<file path="src/rtl/tile_stdio_axi_writer_if.sv">
// -----------------------------------------------------------------------------
// tile_stdio_axi_writer_if
//   AXI4 write-channel bundle (AW, W, B) between the tile print/EOC writer and
//   the tile data_out port.
//   master : driven by the writer (AW/W payload and valid, B ready)
//   slave  : driven by the interconnect or bench (AW/W ready, B valid/resp)
// -----------------------------------------------------------------------------
interface tile_stdio_axi_writer_if #(
  parameter int ADDR_W = 32,
  parameter int DATA_W = 32,
  parameter int ID_W   = 4
);
  logic                aw_valid;
  logic [ADDR_W-1:0]   aw_addr;
  logic [ID_W-1:0]     aw_id;
  logic [7:0]          aw_len;
  logic [2:0]          aw_size;
  logic [1:0]          aw_burst;
  logic                aw_ready;

  logic                w_valid;
  logic [DATA_W-1:0]   w_data;
  logic [DATA_W/8-1:0] w_strb;
  logic                w_last;
  logic                w_ready;

  logic                b_valid;
  logic [1:0]          b_resp;
  logic                b_ready;

  modport master (
    output aw_valid, aw_addr, aw_id, aw_len, aw_size, aw_burst,
    input  aw_ready,
    output w_valid, w_data, w_strb, w_last,
    input  w_ready,
    input  b_valid, b_resp,
    output b_ready
  );

  modport slave (
    input  aw_valid, aw_addr, aw_id, aw_len, aw_size, aw_burst,
    output aw_ready,
    input  w_valid, w_data, w_strb, w_last,
    output w_ready,
    output b_valid, b_resp,
    input  b_ready
  );
endinterface

</file>
<file path="src/rtl/tile_stdio_axi_writer.sv">
// -----------------------------------------------------------------------------
// tile_stdio_axi_writer
//   Tile-side initiator for the simulation print / end-of-computation channel.
//   Characters from the core are queued in a small FIFO and each one becomes a
//   single-beat AXI write to STDOUT_ADDR. A single exit request produces an
//   optional exit-code write to STDERR_ADDR (non-zero codes only) followed by
//   the EOC word write; after that the block back-pressures everything until
//   reset. Only one write is ever outstanding.
//
// Ports
//   clk_i, rst_i                 clock, asynchronous active-high reset
//   chr_valid_i/chr_data_i/chr_ready_o    character request (0x00 is dropped)
//   exit_valid_i/exit_code_i/exit_ready_o exit request (accepted once)
//   axi                          AXI4 AW/W/B master port
//   busy_o                       FIFO non-empty or FSM not idle
//   done_o                       sticky, EOC write completed
//   err_o                        sticky, some B response was not OKAY
//   chr_cnt_o                    characters acknowledged OKAY, wraps at 2^32
// -----------------------------------------------------------------------------
module tile_stdio_axi_writer #(
  parameter int                ADDR_W      = 32,
  parameter int                DATA_W      = 32,
  parameter int                ID_W        = 4,
  parameter int                FIFO_DEPTH  = 8,
  parameter logic [ADDR_W-1:0] STDOUT_ADDR = ADDR_W'(32'h5FFF_0004),
  parameter logic [ADDR_W-1:0] STDERR_ADDR = ADDR_W'(32'h5FFF_0000),
  parameter logic [ADDR_W-1:0] EOC_ADDR    = ADDR_W'(32'h5C03_0000)
) (
  input  logic                           clk_i,
  input  logic                           rst_i,
  input  logic                           chr_valid_i,
  input  logic [7:0]                     chr_data_i,
  output logic                           chr_ready_o,
  input  logic                           exit_valid_i,
  input  logic [7:0]                     exit_code_i,
  output logic                           exit_ready_o,
  tile_stdio_axi_writer_if.master        axi,
  output logic                           busy_o,
  output logic                           done_o,
  output logic                           err_o,
  output logic [31:0]                    chr_cnt_o
);

  localparam int          PTR_W    = $clog2(FIFO_DEPTH);
  localparam int          CNT_W    = PTR_W + 1;
  localparam logic [2:0]  AXI_SIZE = 3'($clog2(DATA_W / 8));
  localparam logic [1:0]  RESP_OK  = 2'b00;

  typedef enum logic [1:0] {IDLE_S, ADDR_S, RESP_S} state_e;
  typedef enum logic [1:0] {WR_CHR, WR_ERR, WR_EOC} wr_kind_e;

  state_e              state_q, state_d;
  wr_kind_e            wr_kind_q, wr_kind_d;
  logic [7:0]          fifo_mem_q [FIFO_DEPTH];
  logic [PTR_W-1:0]    wr_ptr_q, wr_ptr_d;
  logic [PTR_W-1:0]    rd_ptr_q, rd_ptr_d;
  logic [CNT_W-1:0]    count_q, count_d;
  logic                exit_pend_q, exit_pend_d;
  logic [7:0]          exit_code_q, exit_code_d;
  logic                stderr_sent_q, stderr_sent_d;
  logic                done_q, done_d;
  logic                err_q, err_d;
  logic [31:0]         chr_cnt_q, chr_cnt_d;
  logic                aw_valid_q, aw_valid_d;
  logic                w_valid_q, w_valid_d;
  logic                b_ready_q, b_ready_d;
  logic [ADDR_W-1:0]   aw_addr_q, aw_addr_d;
  logic [DATA_W-1:0]   w_data_q, w_data_d;

  logic fifo_empty, fifo_full;
  logic push, pop;

  assign fifo_empty = (count_q == '0);
  assign fifo_full  = (count_q == CNT_W'(FIFO_DEPTH));

  // Ready is forced low while reset is held so the core sees no acceptance
  // during a mid-transaction reset.
  assign chr_ready_o  = !rst_i && !fifo_full && !exit_pend_q && !done_q;
  assign exit_ready_o = !rst_i && !exit_pend_q && !done_q;

  // NOTE: every signal written here gets its default first so no path through
  // the block leaves it unassigned, which would otherwise infer a latch.
  always_comb begin
    state_d       = state_q;
    wr_kind_d     = wr_kind_q;
    wr_ptr_d      = wr_ptr_q;
    rd_ptr_d      = rd_ptr_q;
    count_d       = count_q;
    exit_pend_d   = exit_pend_q;
    exit_code_d   = exit_code_q;
    stderr_sent_d = stderr_sent_q;
    done_d        = done_q;
    err_d         = err_q;
    chr_cnt_d     = chr_cnt_q;
    aw_valid_d    = aw_valid_q;
    w_valid_d     = w_valid_q;
    b_ready_d     = b_ready_q;
    aw_addr_d     = aw_addr_q;
    w_data_d      = w_data_q;
    pop           = 1'b0;

    // NUL characters are acknowledged to the core but never reach the bus.
    push = chr_valid_i && chr_ready_o && (chr_data_i != 8'h00);

    if (exit_valid_i && exit_ready_o) begin
      exit_pend_d = 1'b1;
      exit_code_d = exit_code_i;
    end

    case (state_q)
      IDLE_S: begin
        // Queued characters always go before the exit sequence, which also
        // orders a same-cycle char+exit pair correctly.
        if (!fifo_empty) begin
          pop        = 1'b1;
          wr_kind_d  = WR_CHR;
          aw_addr_d  = STDOUT_ADDR;
          w_data_d   = DATA_W'(fifo_mem_q[rd_ptr_q]);
          aw_valid_d = 1'b1;
          w_valid_d  = 1'b1;
          state_d    = ADDR_S;
        end else if (exit_pend_q) begin
          if (exit_code_q != 8'h00 && !stderr_sent_q) begin
            wr_kind_d = WR_ERR;
            aw_addr_d = STDERR_ADDR;
            w_data_d  = DATA_W'(exit_code_q);
          end else begin
            wr_kind_d = WR_EOC;
            aw_addr_d = EOC_ADDR;
            w_data_d  = DATA_W'({8'h80, 16'h0000, exit_code_q});
          end
          aw_valid_d = 1'b1;
          w_valid_d  = 1'b1;
          state_d    = ADDR_S;
        end
      end

      ADDR_S: begin
        // AW and W complete independently; wait until both are done.
        if (axi.aw_ready) aw_valid_d = 1'b0;
        if (axi.w_ready)  w_valid_d  = 1'b0;
        if (!aw_valid_d && !w_valid_d) begin
          b_ready_d = 1'b1;
          state_d   = RESP_S;
        end
      end

      RESP_S: begin
        if (axi.b_valid) begin
          b_ready_d = 1'b0;
          state_d   = IDLE_S;
          if (axi.b_resp != RESP_OK) err_d = 1'b1;
          case (wr_kind_q)
            WR_CHR: if (axi.b_resp == RESP_OK) chr_cnt_d = chr_cnt_q + 32'd1;
            WR_ERR: stderr_sent_d = 1'b1;
            WR_EOC: begin
              exit_pend_d = 1'b0;
              done_d      = 1'b1;
            end
            default: ;
          endcase
        end
      end

      default: state_d = IDLE_S;
    endcase

    if (push) wr_ptr_d = wr_ptr_q + PTR_W'(1);
    if (pop)  rd_ptr_d = rd_ptr_q + PTR_W'(1);
    if (push && !pop)      count_d = count_q + CNT_W'(1);
    else if (pop && !push) count_d = count_q - CNT_W'(1);
  end

  // NOTE: state registers use non-blocking assignments so every flop samples
  // the pre-edge value of every other flop, independent of process order.
  always_ff @(posedge clk_i or posedge rst_i) begin
    if (rst_i) begin
      state_q       <= IDLE_S;
      wr_kind_q     <= WR_CHR;
      wr_ptr_q      <= '0;
      rd_ptr_q      <= '0;
      count_q       <= '0;
      exit_pend_q   <= 1'b0;
      exit_code_q   <= 8'h00;
      stderr_sent_q <= 1'b0;
      done_q        <= 1'b0;
      err_q         <= 1'b0;
      chr_cnt_q     <= 32'd0;
      aw_valid_q    <= 1'b0;
      w_valid_q     <= 1'b0;
      b_ready_q     <= 1'b0;
      aw_addr_q     <= '0;
      w_data_q      <= '0;
    end else begin
      state_q       <= state_d;
      wr_kind_q     <= wr_kind_d;
      wr_ptr_q      <= wr_ptr_d;
      rd_ptr_q      <= rd_ptr_d;
      count_q       <= count_d;
      exit_pend_q   <= exit_pend_d;
      exit_code_q   <= exit_code_d;
      stderr_sent_q <= stderr_sent_d;
      done_q        <= done_d;
      err_q         <= err_d;
      chr_cnt_q     <= chr_cnt_d;
      aw_valid_q    <= aw_valid_d;
      w_valid_q     <= w_valid_d;
      b_ready_q     <= b_ready_d;
      aw_addr_q     <= aw_addr_d;
      w_data_q      <= w_data_d;
    end
  end

  // NOTE: FIFO storage has no reset; an entry is only read after it has been
  // written, and the pointers/count (which are reset) guard that.
  always_ff @(posedge clk_i) begin
    if (push) fifo_mem_q[wr_ptr_q] <= chr_data_i;
  end

  assign axi.aw_valid = aw_valid_q;
  assign axi.aw_addr  = aw_addr_q;
  assign axi.aw_id    = {ID_W{1'b0}};
  assign axi.aw_len   = 8'd0;
  assign axi.aw_size  = AXI_SIZE;
  assign axi.aw_burst = 2'b01;
  assign axi.w_valid  = w_valid_q;
  assign axi.w_data   = w_data_q;
  assign axi.w_strb   = '1;
  assign axi.w_last   = 1'b1;
  assign axi.b_ready  = b_ready_q;

  assign busy_o    = !fifo_empty || (state_q != IDLE_S);
  assign done_o    = done_q;
  assign err_o     = err_q;
  assign chr_cnt_o = chr_cnt_q;

  // A write response may only arrive while the write is waiting for it.
  b_only_in_resp_a: assert property (@(posedge clk_i) disable iff (rst_i)
    axi.b_valid |-> (state_q == RESP_S));

endmodule

</file>
<file path="src/flat_wrapper.sv">
// flat-port wrapper written by rule: the top's interface ports become plain ports
module tile_stdio_axi_writer_flat 
#(
  parameter int                ADDR_W      = 32,
  parameter int                DATA_W      = 32,
  parameter int                ID_W        = 4,
  parameter int                FIFO_DEPTH  = 8,
  parameter logic [ADDR_W-1:0] STDOUT_ADDR = ADDR_W'(32'h5FFF_0004),
  parameter logic [ADDR_W-1:0] STDERR_ADDR = ADDR_W'(32'h5FFF_0000),
  parameter logic [ADDR_W-1:0] EOC_ADDR    = ADDR_W'(32'h5C03_0000)
)
  (clk_i, rst_i, chr_valid_i, chr_data_i, chr_ready_o, exit_valid_i, exit_code_i, exit_ready_o, busy_o, done_o, err_o, chr_cnt_o, axi_aw_valid, axi_aw_addr, axi_aw_id, axi_aw_len, axi_aw_size, axi_aw_burst, axi_aw_ready, axi_w_valid, axi_w_data, axi_w_strb, axi_w_last, axi_w_ready, axi_b_valid, axi_b_resp, axi_b_ready);
  tile_stdio_axi_writer_if #(.ADDR_W(ADDR_W), .DATA_W(DATA_W), .ID_W(ID_W)) axi_i ();
  input  logic clk_i;
  input  logic rst_i;
  input  logic chr_valid_i;
  input  logic [7:0] chr_data_i;
  output logic chr_ready_o;
  input  logic exit_valid_i;
  input  logic [7:0] exit_code_i;
  output logic exit_ready_o;
  output logic busy_o;
  output logic done_o;
  output logic err_o;
  output logic [31:0] chr_cnt_o;
  output wire logic [$bits(axi_i.aw_valid)-1:0] axi_aw_valid;
  output wire logic [$bits(axi_i.aw_addr)-1:0] axi_aw_addr;
  output wire logic [$bits(axi_i.aw_id)-1:0] axi_aw_id;
  output wire logic [$bits(axi_i.aw_len)-1:0] axi_aw_len;
  output wire logic [$bits(axi_i.aw_size)-1:0] axi_aw_size;
  output wire logic [$bits(axi_i.aw_burst)-1:0] axi_aw_burst;
  input wire logic [$bits(axi_i.aw_ready)-1:0] axi_aw_ready;
  output wire logic [$bits(axi_i.w_valid)-1:0] axi_w_valid;
  output wire logic [$bits(axi_i.w_data)-1:0] axi_w_data;
  output wire logic [$bits(axi_i.w_strb)-1:0] axi_w_strb;
  output wire logic [$bits(axi_i.w_last)-1:0] axi_w_last;
  input wire logic [$bits(axi_i.w_ready)-1:0] axi_w_ready;
  input wire logic [$bits(axi_i.b_valid)-1:0] axi_b_valid;
  input wire logic [$bits(axi_i.b_resp)-1:0] axi_b_resp;
  output wire logic [$bits(axi_i.b_ready)-1:0] axi_b_ready;
  assign axi_aw_valid = axi_i.aw_valid;
  assign axi_aw_addr = axi_i.aw_addr;
  assign axi_aw_id = axi_i.aw_id;
  assign axi_aw_len = axi_i.aw_len;
  assign axi_aw_size = axi_i.aw_size;
  assign axi_aw_burst = axi_i.aw_burst;
  assign axi_i.aw_ready = axi_aw_ready;
  assign axi_w_valid = axi_i.w_valid;
  assign axi_w_data = axi_i.w_data;
  assign axi_w_strb = axi_i.w_strb;
  assign axi_w_last = axi_i.w_last;
  assign axi_i.w_ready = axi_w_ready;
  assign axi_i.b_valid = axi_b_valid;
  assign axi_i.b_resp = axi_b_resp;
  assign axi_b_ready = axi_i.b_ready;
  tile_stdio_axi_writer #(.ADDR_W(ADDR_W), .DATA_W(DATA_W), .ID_W(ID_W), .FIFO_DEPTH(FIFO_DEPTH), .STDOUT_ADDR(STDOUT_ADDR), .STDERR_ADDR(STDERR_ADDR), .EOC_ADDR(EOC_ADDR)) u_core (.clk_i(clk_i), .rst_i(rst_i), .chr_valid_i(chr_valid_i), .chr_data_i(chr_data_i), .chr_ready_o(chr_ready_o), .exit_valid_i(exit_valid_i), .exit_code_i(exit_code_i), .exit_ready_o(exit_ready_o), .axi(axi_i), .busy_o(busy_o), .done_o(done_o), .err_o(err_o), .chr_cnt_o(chr_cnt_o));
endmodule
</file>
<file path="config.mk">
export PLATFORM = sky130hd
export DESIGN_NAME = tile_stdio_axi_writer_flat
export DESIGN_NICKNAME = d
export VERILOG_FILES = /design/src/rtl/tile_stdio_axi_writer_if.sv /design/src/rtl/tile_stdio_axi_writer.sv /design/src/flat_wrapper.sv
export SDC_FILE = /design/constraint.sdc
export NUM_CORES = 1
export LEC_CHECK = 0
export CORE_MARGIN = 2
export CORE_UTILIZATION = 50
export DETAILED_ROUTE_END_ITERATION = 12
export GPL_TIMING_DRIVEN = 0
export HOLD_SLACK_MARGIN = 0.06
export PLACE_DENSITY_LB_ADDON = 0.3
export SLEW_MARGIN = 40
export SYNTH_ARGS = -nofsm -noshare
export SYNTH_HDL_FRONTEND = slang
export SYNTH_SLANG_ARGS = --single-unit
</file>
<file path="constraint.sdc">
create_clock -name clk_i -period 3.3 [get_ports clk_i]
set_input_delay 0.66 -clock clk_i [delete_from_list [all_inputs] [get_ports clk_i]]
set_output_delay 0.66 -clock clk_i [all_outputs]
set_load 0.01 [all_outputs]
</file>
### Yosys cells after proc, flatten, opt, wreduce, memory -nomap -nowiden

Memories as Yosys holds them, arrays and structs flattened.
Index checks and enable logic that the tools add are counted.

| operators by class | value |
|---|---|
| equal/unequal tests | 9 |
| reductions and logical operators | 42 |
| mux-type cells | 35 |
| add/subtract/negate cells | 5 |

Operators with widths:

| cell | count |
|---|---|
| two-way mux 32 bit | 5 |
| adder 32 x 1 -> 32 bit (second input constant) | 1 |
| two-way mux 26 bit | 1 |
| two-way mux 1 bit | 16 |
| nonzero test 8 bit | 2 |
| AND reduction 3 bit | 5 |
| two-way mux 2 bit | 7 |
| logical AND 1 bit | 12 |
| zero test 1 bit | 10 |
| nonzero test 2 bit | 5 |
| two-way mux 4 bit | 2 |
| adder 3 x 1 -> 3 bit (second input constant) | 2 |
| zero test 2 bit | 3 |
| case mux 1 bit (2 select lines) | 3 |
| case mux 2 bit (3 select lines) | 1 |
| adder 4 x 1 -> 4 bit (second input constant) | 1 |
| == test 2 x 1 -> 1 bit (second input constant) | 2 |
| == test 2 bit (second input constant) | 2 |
| == test 4 bit (second input constant) | 1 |
| zero test 4 bit | 1 |
| inequality test 2 x 1 -> 1 bit (second input constant) | 2 |
| AND reduction 2 bit | 2 |
| AND reduction 4 bit | 1 |
| subtractor 4 x 1 -> 4 bit (second input constant) | 1 |
| other kinds (3) | 3 |

| word-level totals | value |
|---|---|
| bits in writable memories | 64 |
| output and inout bits | 126 |
| memories | 1 |
| input bits | 25 |
| register bits after elaboration | 125 |
| word-level logic and storage cells | 108 |

Memory list:

| memory | words | bits a word | read ports | clocked after memory_dff | write ports | RTL line | text |
|---|---|---|---|---|---|---|---|
| u_core.fifo_mem_q | 8 | 8 | 1 | 0 | 1 | tile_stdio_axi_writer.sv:54 | `logic [7:0] fifo_mem_q [FIFO_DEPTH];` |

### Depth between registers and ports, before layout

Gate-level depths: netlist of run 1.

| depth | value |
|---|---|
| depth after elaboration | 11 |
| depth in mapped cells | 10 |
| gate-level depth less buffers | 10 |

### Least setup slack after synthesis of run 1

Ideal clock, no wire load.

| path | value |
|---|---|
| path kind | in2reg |
| start point | input port rst_i |
| end point | register u_core.count_q[3] |
| setup slack | 174 ps |
| data required time | 3,220 ps |
| cell stages on the path | 10 |
| data arrival time | 3,046 ps |
| path through | nor3_1 a21boi_0 and2_1 ha_1 inv_1 ha_1 a21o_1 a21oi_1 mux2i_1 xnor2_1 |

| on the way | value |
|---|---|
| word-level cells in the longest chain between the ends | 9 |
| elaborated cells between the ends (all ways) | 11 |

RTL lines:

| what | RTL line | text |
|---|---|---|
| start, declared | flat_wrapper.sv:15 | `input logic rst_i;` |
| zero test 1 bit (*) | tile_stdio_axi_writer.sv:78 | `assign chr_ready_o = !rst_i && !fifo_full && !exit_pend_q && !done_q;` |
| logical AND 1 bit (*) (3 in a row) | tile_stdio_axi_writer.sv:78 |  |
| via chr_ready_o | flat_wrapper.sv:18 | `output logic chr_ready_o;` |
| logical AND 1 bit (*) (2 in a row) | tile_stdio_axi_writer.sv:103 | `push = chr_valid_i && chr_ready_o && (chr_data_i != 8'h00);` |
| via u_core.push | tile_stdio_axi_writer.sv:71 | `logic push, pop;` |
| zero test 1 bit | tile_stdio_axi_writer.sv:171 | `else if (pop && !push) count_d = count_q - CNT_W'(1);` |
| logical AND 1 bit | tile_stdio_axi_writer.sv:171 |  |
| nonzero test 2 bit (no line) | n/a |  |
| end signal, assigned | tile_stdio_axi_writer.sv:199 | `count_q <= count_d;` |
| end, declared | tile_stdio_axi_writer.sv:57 | `logic [CNT_W-1:0] count_q, count_d;` |

The timed path passes the listed nets; every way through them passes the cells marked *.
A chain may end at the register's enable or synchronous reset.

### Worst setup path after layout of run 1

| path | value |
|---|---|
| start point | input port rst_i |
| end point | output port chr_ready_o |

| on the way | value |
|---|---|
| word-level cells in the longest chain between the ends | 4 |

RTL lines:

| what | RTL line |
|---|---|
| zero test 1 bit | tile_stdio_axi_writer.sv:78 |
| logical AND 1 bit (3 in a row) | tile_stdio_axi_writer.sv:78 |
| end, declared | flat_wrapper.sv:18 |

No other way between the ends.

==> results of run 1 <==
[state kept, by name (all words and copies together), names as in the netlist, 2 cells and up]
register	flops
u_core.fifo_mem_q	64
u_core.chr_cnt_o	32
u_core.axi.w_data	8
u_core.exit_code_q	8
u_core.count_q	4
u_core.axi.aw_addr	3
u_core.rd_ptr_q	3
u_core.wr_ptr_q	3
u_core.state_q	2
u_core.wr_kind_q	2
[metal layers]
layer,vias to the layer above,global-route usage [%],share of wire (%)
met5,-,0,0
met4,0,7.53,1.6
met3,18,4.48,6.5
met2,151,33.2,50
met1,2039,25.3,42
li1,1958,-,-
[path summary, 6_finish.rpt]
path | endpoint | slack, ns
hold / removal | u_core.chr_cnt_o[31] | 0.49
setup / recovery | chr_ready_o | 0.23
setup reg to reg | u_core.count_q[3] | 0.27
max in group asynchronous | u_core.rd_ptr_q[2] | 2.16
hold reg to reg | u_core.chr_cnt_o[31] | 0.49
min in group asynchronous | u_core.chr_cnt_o[21] | 0.63
[per-stage QoR]
step	cells	setup TNS, ns	utilization [%]	setup slack (ns)	hold WS, ns
final	843	0	66.8	0.231	0.487
after global routing	843	0	66.8	0.0368	0.500
after CTS	843	0	66.6	0.0582	0.487
after detailed placement	811	-6.79	61.7	-0.429	0.473
after global placement	810	-30.77	61.4	-0.353	0.453
after floorplan	550	0	-	0.174	0.442
[cell usage in the layout (no fill, tap or decap), drive strengths merged, types with 2 or more instances in the layout]
cell / synthesis / layout
a211o: 2 / 2
a21boi: 2 / 2
a21o: 2 / 2
a21oi: 7 / 7
a221oi: 2 / 2
a22oi: 6 / 6
a2bb2oi: 2 / 2
and2: 3 / 3
and3: 2 / 2
and4: 3 / 3
buf: 82 / 83
bufinv: 0 / 3
clkbuf: 6 / 23
clkdlybuf4s50: 0 / 88
clkinv: 0 / 4
clkinvlp: 0 / 2
conb: 2 / 62
dfrtp: 72 / 72
edfxtp: 64 / 64
ha: 6 / 6
inv: 15 / 21
mux2: 16 / 16
mux2i: 5 / 5
mux4: 15 / 15
nand2: 32 / 32
nand2b: 7 / 7
nand3: 9 / 9
nand4: 9 / 9
nor2: 23 / 23
nor3: 21 / 21
nor4: 10 / 10
o211ai: 5 / 5
o21ai: 10 / 10
or2: 2 / 2
or4: 2 / 2
xnor2: 15 / 15
xor2: 23 / 23
[worst max-delay path, delay by kind of cell]
family	cells	cell delay (ns)
compound gates	1	0.33
simple gates	1	0.30
buf+inv	2	1.11
[cell type report]
type / count / area [um2]
multi-input combinational: 311 / 2220
inverter: 15 / 61.3
clock buffer: 17 / 425
sequential: 136 / 3720
buffer: 88 / 627
tap: 172 / 215
timing repair buffer: 89 / 901
clock inverter: 15 / 189
fill: 938 / 4160
[power by group through the flow]
stage / clock (mW) / combinational, mW / sequential [mW]
finish: 1.94 / 1.70 / 2.27
global route: 2.04 / 1.88 / 2.31
CTS: 1.97 / 1.70 / 2.27
detailed placement: 0 / 1.67 / 2.30
global placement: 0 / 1.60 / 2.28
floorplan: 0 / 1.10 / 2.27
[repair_timing]
| item | 4_1_cts | 5_1_grt |
|---|---|---|
| pin swaps | 0 | 0 |
| gates resized for setup | 1 | 5 |
| setup endpoints to repair | 2 | 2 |
[logic make-up (layout without fill, tap and decap cells)]
logic type | after synthesis | in the layout | synth area share (%)
other cells | 2 | 62 | 0.118
xor+xnor | 38 | 38 | 5.23
flops | 136 | 136 | 58.5
buf+inv | 103 | 224 | 10.7
compound gates | 40 | 40 | 4.19
mux | 36 | 36 | 8.93
fa+ha+maj | 7 | 7 | 1.49
simple gates | 128 | 128 | 10.8
==> metrics, run 1 <==
synthesized flop and latch total between 100 and 150; CP required 2.64 ns; Hold Path Depth 1; count leader, synth buf_4; Pleak between 3 and 4 nW; die span in x between 100 and 150 um; largest net degree at the start of global routing 42; Post-Synthesis Cells 490; CP endpoint kind primary output; PwrDens 708 nW/um2; Total GRT Usage slightly below 20%; Critical path origin rst_i; clk root buf clkbuf_16; library cells used by synthesis 48; Routed Antenna Nets 0; post-route minimum period between 3 and 4 ns; Syn. warnings 0; Max-cap violations 0; hold path startpoint u_core.chr_cnt_o[31]; initial drt markers roughly 250; crit-path most repeated cell clkdlybuf4s50_1; CTS buffer count 17; CP max-delay cell clkdlybuf4s50_1; DRT Pass-1 Iters 5; max_slew headroom between 40 and 50%; GPL Wtd Cong between 0.8 and 0.9; Seq pwr share between 30% and 40%; cell row count 41; die height between 100 and 150 um; Worst-path clk slew about 0.06 ns; initial antenna violation count 0; Pint a little over 4 mW; dpl hpwl 9150 um; post-CTS setup buffers 0; Critical Path AT about 2.4 ns; crit share post-route 93.0%; Post-synth EDFFs 64; number of global-route vias before repair roughly 4,100; TritonCTS clock tree done; die area approximately 14,000 um2; RR Startpoint u_core.count_q[0]; Clock Power Share about a third; Main synth FF type dfrtp_1; outcome completed; Hold Crit Class reg -> reg; drt total wl roughly 13,000 um; hold_buf cts 0; Via density 4.94; Max Clk Rate between 300 and 400 MHz; critical path class in -> out; Clk Latency, worst-skew pair around 0.41 ns; largest cells by area after synthesis edfxtp_1 (30%), dfrtp_1 (28%), buf_4 (8.8%); synth cell count leaders buf_4 (75), dfrtp_1 (72), edfxtp_1 (64); final hold violations 0; Initial Util between 50 and 60%; Yosys top cell area share 30.2%; global-route wire length before repair between 20,000 and 25,000 um; Max Root-Sink Buffers 2; CP max stage delay 0.62 ns; startpoint types input port; Critical Path Fanout Max 5; H-tree Lvls 4; drt wl/cell about 16 um; clock sinks 136; Ports roughly 150; Finished Cell Area 8360 um2; Layout Area Growth over Synthesis 31.4%; Pwr Total just under 6 mW; layout cells sized above 1 between 20% and 30%; Worst R2R Path Depth 10; Gate power share around 29%; Net Sw Frac 30.8%; DR vias 4,166; ANT cells 0; Seq/Total Area, Yosys around 60%; DP Area a little under 8000 um2; worst vdd ir about 300 uV; Final Setup Violations 0; Buffers on Ports 88; RSZ-0062 raised after global routing no; Placeable Area between 10,000 and 15,000 um2; worst slew pin tran just over 0.8 ns; Async SR Flop Fraction 52.9%; sw power between 1.5 and 2 mW; Synth area leader edfxtp_1; aggregate global routing overflow 0; synthesized cell area 6360 um2; Clock Skews a little over 0.008 ns; critical-path cell list clkdlybuf4s50_1, nor3_2, a21boi_2, clkdlybuf4s50_1; fin nets 690; DRC errors left 0; syn avg cell area 13.0 um2; Slew Viols, Final 0
No activity file was read; power rests on OpenSTA's default activity.
==> run 2: changes to the inputs <==
- CORE_MARGIN: 2 -> unset
- HOLD_SLACK_MARGIN: 0.06 -> 0.1
==> metrics, run 2 (synthesis gave the netlist of run 1 again) <==
RSZ-0062 raised after global routing no (unchanged); CP required 3.62 ns (was 2.64 ns); hold_buf cts 0 (unchanged); Most flops, register u_core.fifo_mem_q (unchanged); Max-cap violations 0 (unchanged); ANT cells 0 (unchanged); DRT Pass-1 Iters 4 (was 5); Max Root-Sink Buffers 2 (unchanged); number of global-route vias before repair 4,056 (was 4,072); fill count 905 (was 938); most frequent cells in the layout clkdlybuf4s50_1 (88), buf_4 (75), dfrtp_1 (72) (unchanged); Pleak 3.52 nW (was 3.55 nW); Pint 3.96 mW (was 4.09 mW); WHS 0.476 ns (was 0.487 ns); PwrDens 684 nW/um2 (was 708 nW/um2); TritonCTS clock tree done (unchanged); critical-path cell list clkdlybuf4s50_1, nor3_2, a21boi_4, and2_1, ha_1, inv_1, ha_1, a21o_1, a21oi_1, mux2i_1, xnor2_1 (was clkdlybuf4s50_1, nor3_2, a21boi_2, clkdlybuf4s50_1); Routed Antenna Nets 0 (unchanged); Clock Skews 0.0171 ns (was 0.00819 ns); die height 115 um (was 117 um); Worst-path clk slew 0.05 ns (was 0.06 ns); initial drt markers 280 (was 245); Finished Cell Area 8300 um2 (was 8360 um2); sw power 1.73 mW (was 1.82 mW); CTS buffer count 17 (unchanged); max_slew headroom 47.6% (was 45.0%); startpoint types input port (unchanged); H-tree Lvls 4 (unchanged); initial antenna violation count 0 (unchanged); layout cells sized above 1 24.3% (unchanged); Slew Viols, Final 0 (unchanged); die area 13,200 um2 (was 13,600 um2); worst vdd ir 416 uV (was 304 uV); fin nets 690 (unchanged); CP max-delay cell clkdlybuf4s50_1 (unchanged); drt total wl 12,700 um (was 13,100 um); Initial Util 52.1% (was 50.8%); Clock Power Share 30.5% (was 32.9%); worst slew pin tran 0.784 ns (was 0.823 ns); Via density 4.89 (was 4.94); Critical Path AT 3.43 ns (was 2.41 ns); CP max stage delay 0.50 ns (was 0.62 ns); CP bufs+invs 2 (unchanged); DR vias 4,103 (was 4,166); dpl hpwl 9190 um (was 9150 um); clock sinks 136 (unchanged); family with the most delay on the worst path compound AO/OA/AOI/OAI gates (was buffers and inverters); largest net degree at the start of global routing 40 (was 42); Pwr Total 5.68 mW (was 5.91 mW); final hold violations 0 (unchanged); Placeable Area 12,200 um2 (was 12,500 um2); post-CTS setup buffers 0 (unchanged); crit share post-route 94.5% (was 93.0%); Buffers on Ports 88 (unchanged); Clk Latency, worst-skew pair 0.41 ns (about the same); aggregate global routing overflow 0 (unchanged); Hold Crit Class reg -> reg (unchanged); Final Setup Violations 0 (unchanged); CP endpoint kind flip-flop (was primary output); DRC errors left 0 (unchanged); DP Area 7720 um2 (about the same); Gate power share 29.5% (was 28.8%); Critical Path Fanout Max 5 (unchanged); Total GRT Usage 20.5% (was 19.8%); clk root buf clkbuf_16 (unchanged); drt wl/cell 15.1 um (was 15.5 um); Layout Area Growth over Synthesis 30.5% (was 31.4%); Net Sw Frac 30.4% (was 30.8%); Max Clk Rate 321 MHz (was 326 MHz); commonest non-fill, non-tap cell in the layout clkdlybuf4s50_1 (unchanged); global-route wire length before repair 20,200 um (was 20,400 um); crit-path most repeated cell ha_1 (was clkdlybuf4s50_1); post-route minimum period 3.12 ns (was 3.07 ns); Ports 151 (unchanged); critical path class in -> reg (was in -> out); GPL Wtd Cong 0.774 (was 0.845); max reg flops 64 (unchanged); die span in x 115 um (was 117 um); setup slack, reg-to-reg 0.24 ns (was 0.27 ns); Seq pwr share 40.0% (was 38.4%); outcome completed (unchanged); cell row count 40 (was 41)
run 2: cell count changes in the layout (fill, tap and decap cells not counted), sizes merged:
cell and change:
clkinv -1, inv -4, clkbuf +7, bufinv -2
run 2: repair_timing:
| item | CTS | global route |
|---|---|---|
| pin swaps | 0 | 0 |
| setup endpoints to repair | 60 | 1 |
| resized for setup | 3 | 2 |
run 2: worst paths after layout:
kind                                      start                      to  cells after the start
min in group asynchronous                 rst_i    u_core.chr_cnt_o[23]                      2
hold / removal             u_core.chr_cnt_o[31]    u_core.chr_cnt_o[31]                      1
max in group asynchronous                 rst_i  u_core.axi.aw_addr[28]                      3
setup / recovery                          rst_i       u_core.count_q[3]                     11
setup reg to reg              u_core.state_q[0]       u_core.count_q[3]                     10
hold reg to reg            u_core.chr_cnt_o[31]    u_core.chr_cnt_o[31]                      1
run 2: cell type report:
cell class	count	area [um2]	share of cell area [%]
well taps	168	210	2.53
inverters	15	61.3	0.738
flip-flops and latches	136	3720	44.8
clock buffers	24	472	5.68
plain buffers	88	627	7.55
repair buffers	89	901	10.8
multi-input cells	311	2240	26.9
clock inverters	8	72.6	0.874
run 2: per-stage QoR:
stage          util [%]  setup WS (ns)  cells  setup TNS, ns
3_3_place_gp       62.9         -0.741    806         -54.83
6_report           68.0          0.182    839              0
4_1_cts            67.7         0.0970    839              0
5_1_grt            68.0        0.00689    839              0
2_1_floorplan         -          0.174    550              0
3_5_place_dp       63.2         -0.816    807         -32.99
run 2: power groups by stage:
| stage | logic, mW | registers (mW) | clock network [mW] |
|---|---|---|---|
| 4_1_cts | 1.68 | 2.27 | 1.75 |
| 2_1_floorplan | 1.10 | 2.27 | 0 |
| 3_5_place_dp | 1.66 | 2.30 | 0 |
| 5_1_grt | 1.85 | 2.31 | 1.83 |
| 6_report | 1.67 | 2.28 | 1.73 |
| 3_3_place_gp | 1.60 | 2.28 | 0 |
run 2: metal layers:
metal | vias up | GRT usage, % | part of all wire [%]
li1 | 1959 | - | -
met1 | 1995 | 25.1 | 41
met2 | 139 | 35.2 | 51
met3 | 10 | 5.54 | 6.4
met4 | 0 | 7.01 | 0.92
met5 | - | 0 | 0
==> run 3: changes to the inputs <==
- ABC_CLOCK_PERIOD_IN_PS: unset -> 2500
- CORE_UTILIZATION: 50 -> 45
- clock period: 3.3 -> 2.5 ns (I/O delays scaled with it)
==> metrics, run 3 (synthesis gave the netlist of run 1 again) <==
outcome finished, violations left (was completed); failing checks DRC; clk root buf clkbuf_16 (unchanged); dpl ws -0.932 ns (was -0.816 ns); Critical Path AT 2.67 ns (was 3.43 ns); Pleak 3.62 nW (was 3.52 nW); TritonCTS clock tree done (unchanged); initial antenna violation count 0 (unchanged); Most flops, register u_core.fifo_mem_q (unchanged); Ports 151 (unchanged); H-tree Lvls 4 (unchanged); CP required 2.79 ns (was 3.62 ns); cell row count 43 (was 40); initial drt markers 280 (unchanged); layout cells sized above 1 27.6% (was 24.3%); max reg flops 64 (unchanged); largest net degree at the start of global routing 39 (was 40); dpl hpwl 8990 um (was 9190 um); worst vdd ir 567 uV (was 416 uV); Clock Skews 0.00783 ns (was 0.0171 ns); crit share post-route 95.1%; Clk Latency, worst-skew pair 0.41 ns (about the same); Critical Path Fanout Max 5 (unchanged); register area 3730 um2 (was 3720 um2); Max-cap violations 0 (unchanged); most frequent cells in the layout buf_4 (86), clkdlybuf4s50_1 (77), dfrtp_1 (69) (was clkdlybuf4s50_1 (88), buf_4 (75), dfrtp_1 (72)); PwrDens 912 nW/um2 (was 684 nW/um2); setup slack, reg-to-reg 0.12 ns (was 0.24 ns); post-route minimum period approximately 2.4 ns; number of global-route vias before repair 3,976 (was 4,056); Slew Viols, Final 0 (unchanged); critical path class reg -> reg (was in -> reg); Via density 4.83 (was 4.89); Initial Util 46.0% (was 52.1%); critical-path cell list nor3_4, a21boi_4, and2_4, ha_4, inv_2, ha_1, a21o_1, a21oi_2, mux2i_1, xnor2_1 (was clkdlybuf4s50_1, nor3_2, a21boi_4, and2_1, ha_1, inv_1, ha_1, a21o_1, a21oi_1, mux2i_1, xnor2_1); met1 WL 5480 um (was 5220 um); family with the most delay on the worst path compound AO/OA/AOI/OAI gates (unchanged); aggregate global routing overflow 0 (unchanged); hold_buf cts 0 (unchanged); Hold Crit Class in -> async (was reg -> reg); Buffers on Ports 88 (unchanged); DRC errors left 2 (was 0); DR vias 4,163 (was 4,103); CTS buffer count 17 (unchanged); startpoint types flip-flop (was input port); drt total wl 12,800 um (was 12,700 um); Worst-path clk slew 0.06 ns (was 0.05 ns); Total GRT Usage 18.5% (was 20.5%); commonest non-fill, non-tap cell in the layout buf_4 (was clkdlybuf4s50_1); die span in x 121 um (was 115 um); die height 121 um (was 115 um); die area 14,600 um2 (was 13,200 um2); final hold violations 0 (unchanged); max_slew headroom 46.7% (was 47.6%); Routed met3 length 776 um (was 816 um); global-route wire length before repair 20,300 um (was 20,200 um); clock sinks 136 (unchanged); fin nets 701 (was 690); ANT cells 0 (unchanged); CP max stage delay 0.44 ns (was 0.50 ns); Max Used Layer met4 (unchanged); Placeable Area 13,800 um2 (was 12,200 um2); routed wl met2 6410 um (was 6520 um); CP endpoint kind flip-flop (unchanged); CP bufs+invs 1 (was 2); Layout Area Growth over Synthesis 32.9% (was 30.5%); Routed Antenna Nets 0 (unchanged); post-route setup slack 0.122 ns (was 0.182 ns); CP max-delay cell dfrtp_2 (was clkdlybuf4s50_1); drt wl/cell 14.9 um (was 15.1 um); Max Clk Rate about 420 MHz; fill count 1,093 (was 905); Post-Route Utilization 61.1% (was 68.0%); GPL Wtd Cong 0.774 (about the same); Max Root-Sink Buffers 2 (unchanged); worst slew pin tran 0.797 ns (was 0.784 ns); area of the multi-input gates 2280 um2 (was 2240 um2); DRT Pass-1 Iters 9 (was 4); Final Setup Violations 0 (unchanged)
[run 3: cell types whose count changed in the layout (fill, tap and decap cells not counted), moves of 3 or more]
cell / delta
dlygate4sd2_1: +9
dfrtp_1: -3
clkbuf_1: -5
nor2_2: -3
clkdlybuf4s50_1: -11
nor2_1: +3
buf_4: +11
clkinv_2: +5
dfrtp_2: +3
[run 3: worst reg2reg max path, cell delays in order, from the launching register on]
cell and delay [ns]:
dfrtp_2 0.44, nor3_4 0.22, a21boi_4 0.27, and2_4 0.20, ha_4 0.13, inv_2 0.05, ha_1 0.27, a21o_1 0.19
a21oi_2 0.14, mux2i_1 0.24, xnor2_1 0.09
[run 3: area by class of cell]
| class | instances | area share (%) |
|---|---|---|
| plain buffers | 88 | 7.41 |
| clock buffers | 19 | 5.49 |
| clock inverters | 13 | 1.20 |
| inverters | 15 | 0.725 |
| multi-input cells | 311 | 26.9 |
| flip-flops and latches | 136 | 44.1 |
| well taps | 180 | 2.66 |
| repair buffers | 100 | 11.5 |
[run 3: worst paths after layout]
path	to	from	cells past startpoint
max	u_core.count_q[3]	u_core.exit_pend_q	10
min	u_core.axi.aw_addr[28]	rst_i	2
max reg2reg	u_core.count_q[3]	u_core.exit_pend_q	10
min reg2reg	u_core.err_o	u_core.err_o	1
max in group asynchronous	u_core.chr_cnt_o[20]	rst_i	3
min in group clk_i	u_core.fifo_mem_q[5][5]	chr_data_i[5]	1
[run 3: metrics by stage]
stage	std cells	total power, mW	TNS, ns	cell area (um2)	hold slack, ns
2_1_floorplan	550	4.49	0	6620	0.442
3_3_place_gp	818	5.16	-115.76	7720	0.454
3_5_place_dp	819	5.24	-39.14	7760	0.452
4_1_cts	854	7.65	0	8370	0.287
5_1_grt	862	8.11	-0.0387	8450	0.302
6_report	862	7.71	0	8450	0.283
[run 3: repair_timing]
action / 4_1_cts / 5_1_grt
setup buffers: 3 / 8
gates cloned: 0 / 0
hold endpoints to repair: 0 / 0
endpoints found under the setup margin: 69 / 2
pin swaps: 4 / 4
gates resized for setup: 21 / 7
[run 3: power by group]
group | total [mW] | switching [mW] | internal (mW)
combinational | 2.34 | 1.12 | 1.22
sequential | 3.01 | 0.327 | 2.68
clock | 2.36 | 0.922 | 1.44
total | 7.71 | 2.37 | 5.34
[run 3: per-layer routing]
layer,vias up,track usage [%]
li1,1982,-
met1,2040,23.5
met2,128,30.4
met3,13,4.79
met4,0,7.02
met5,-,0
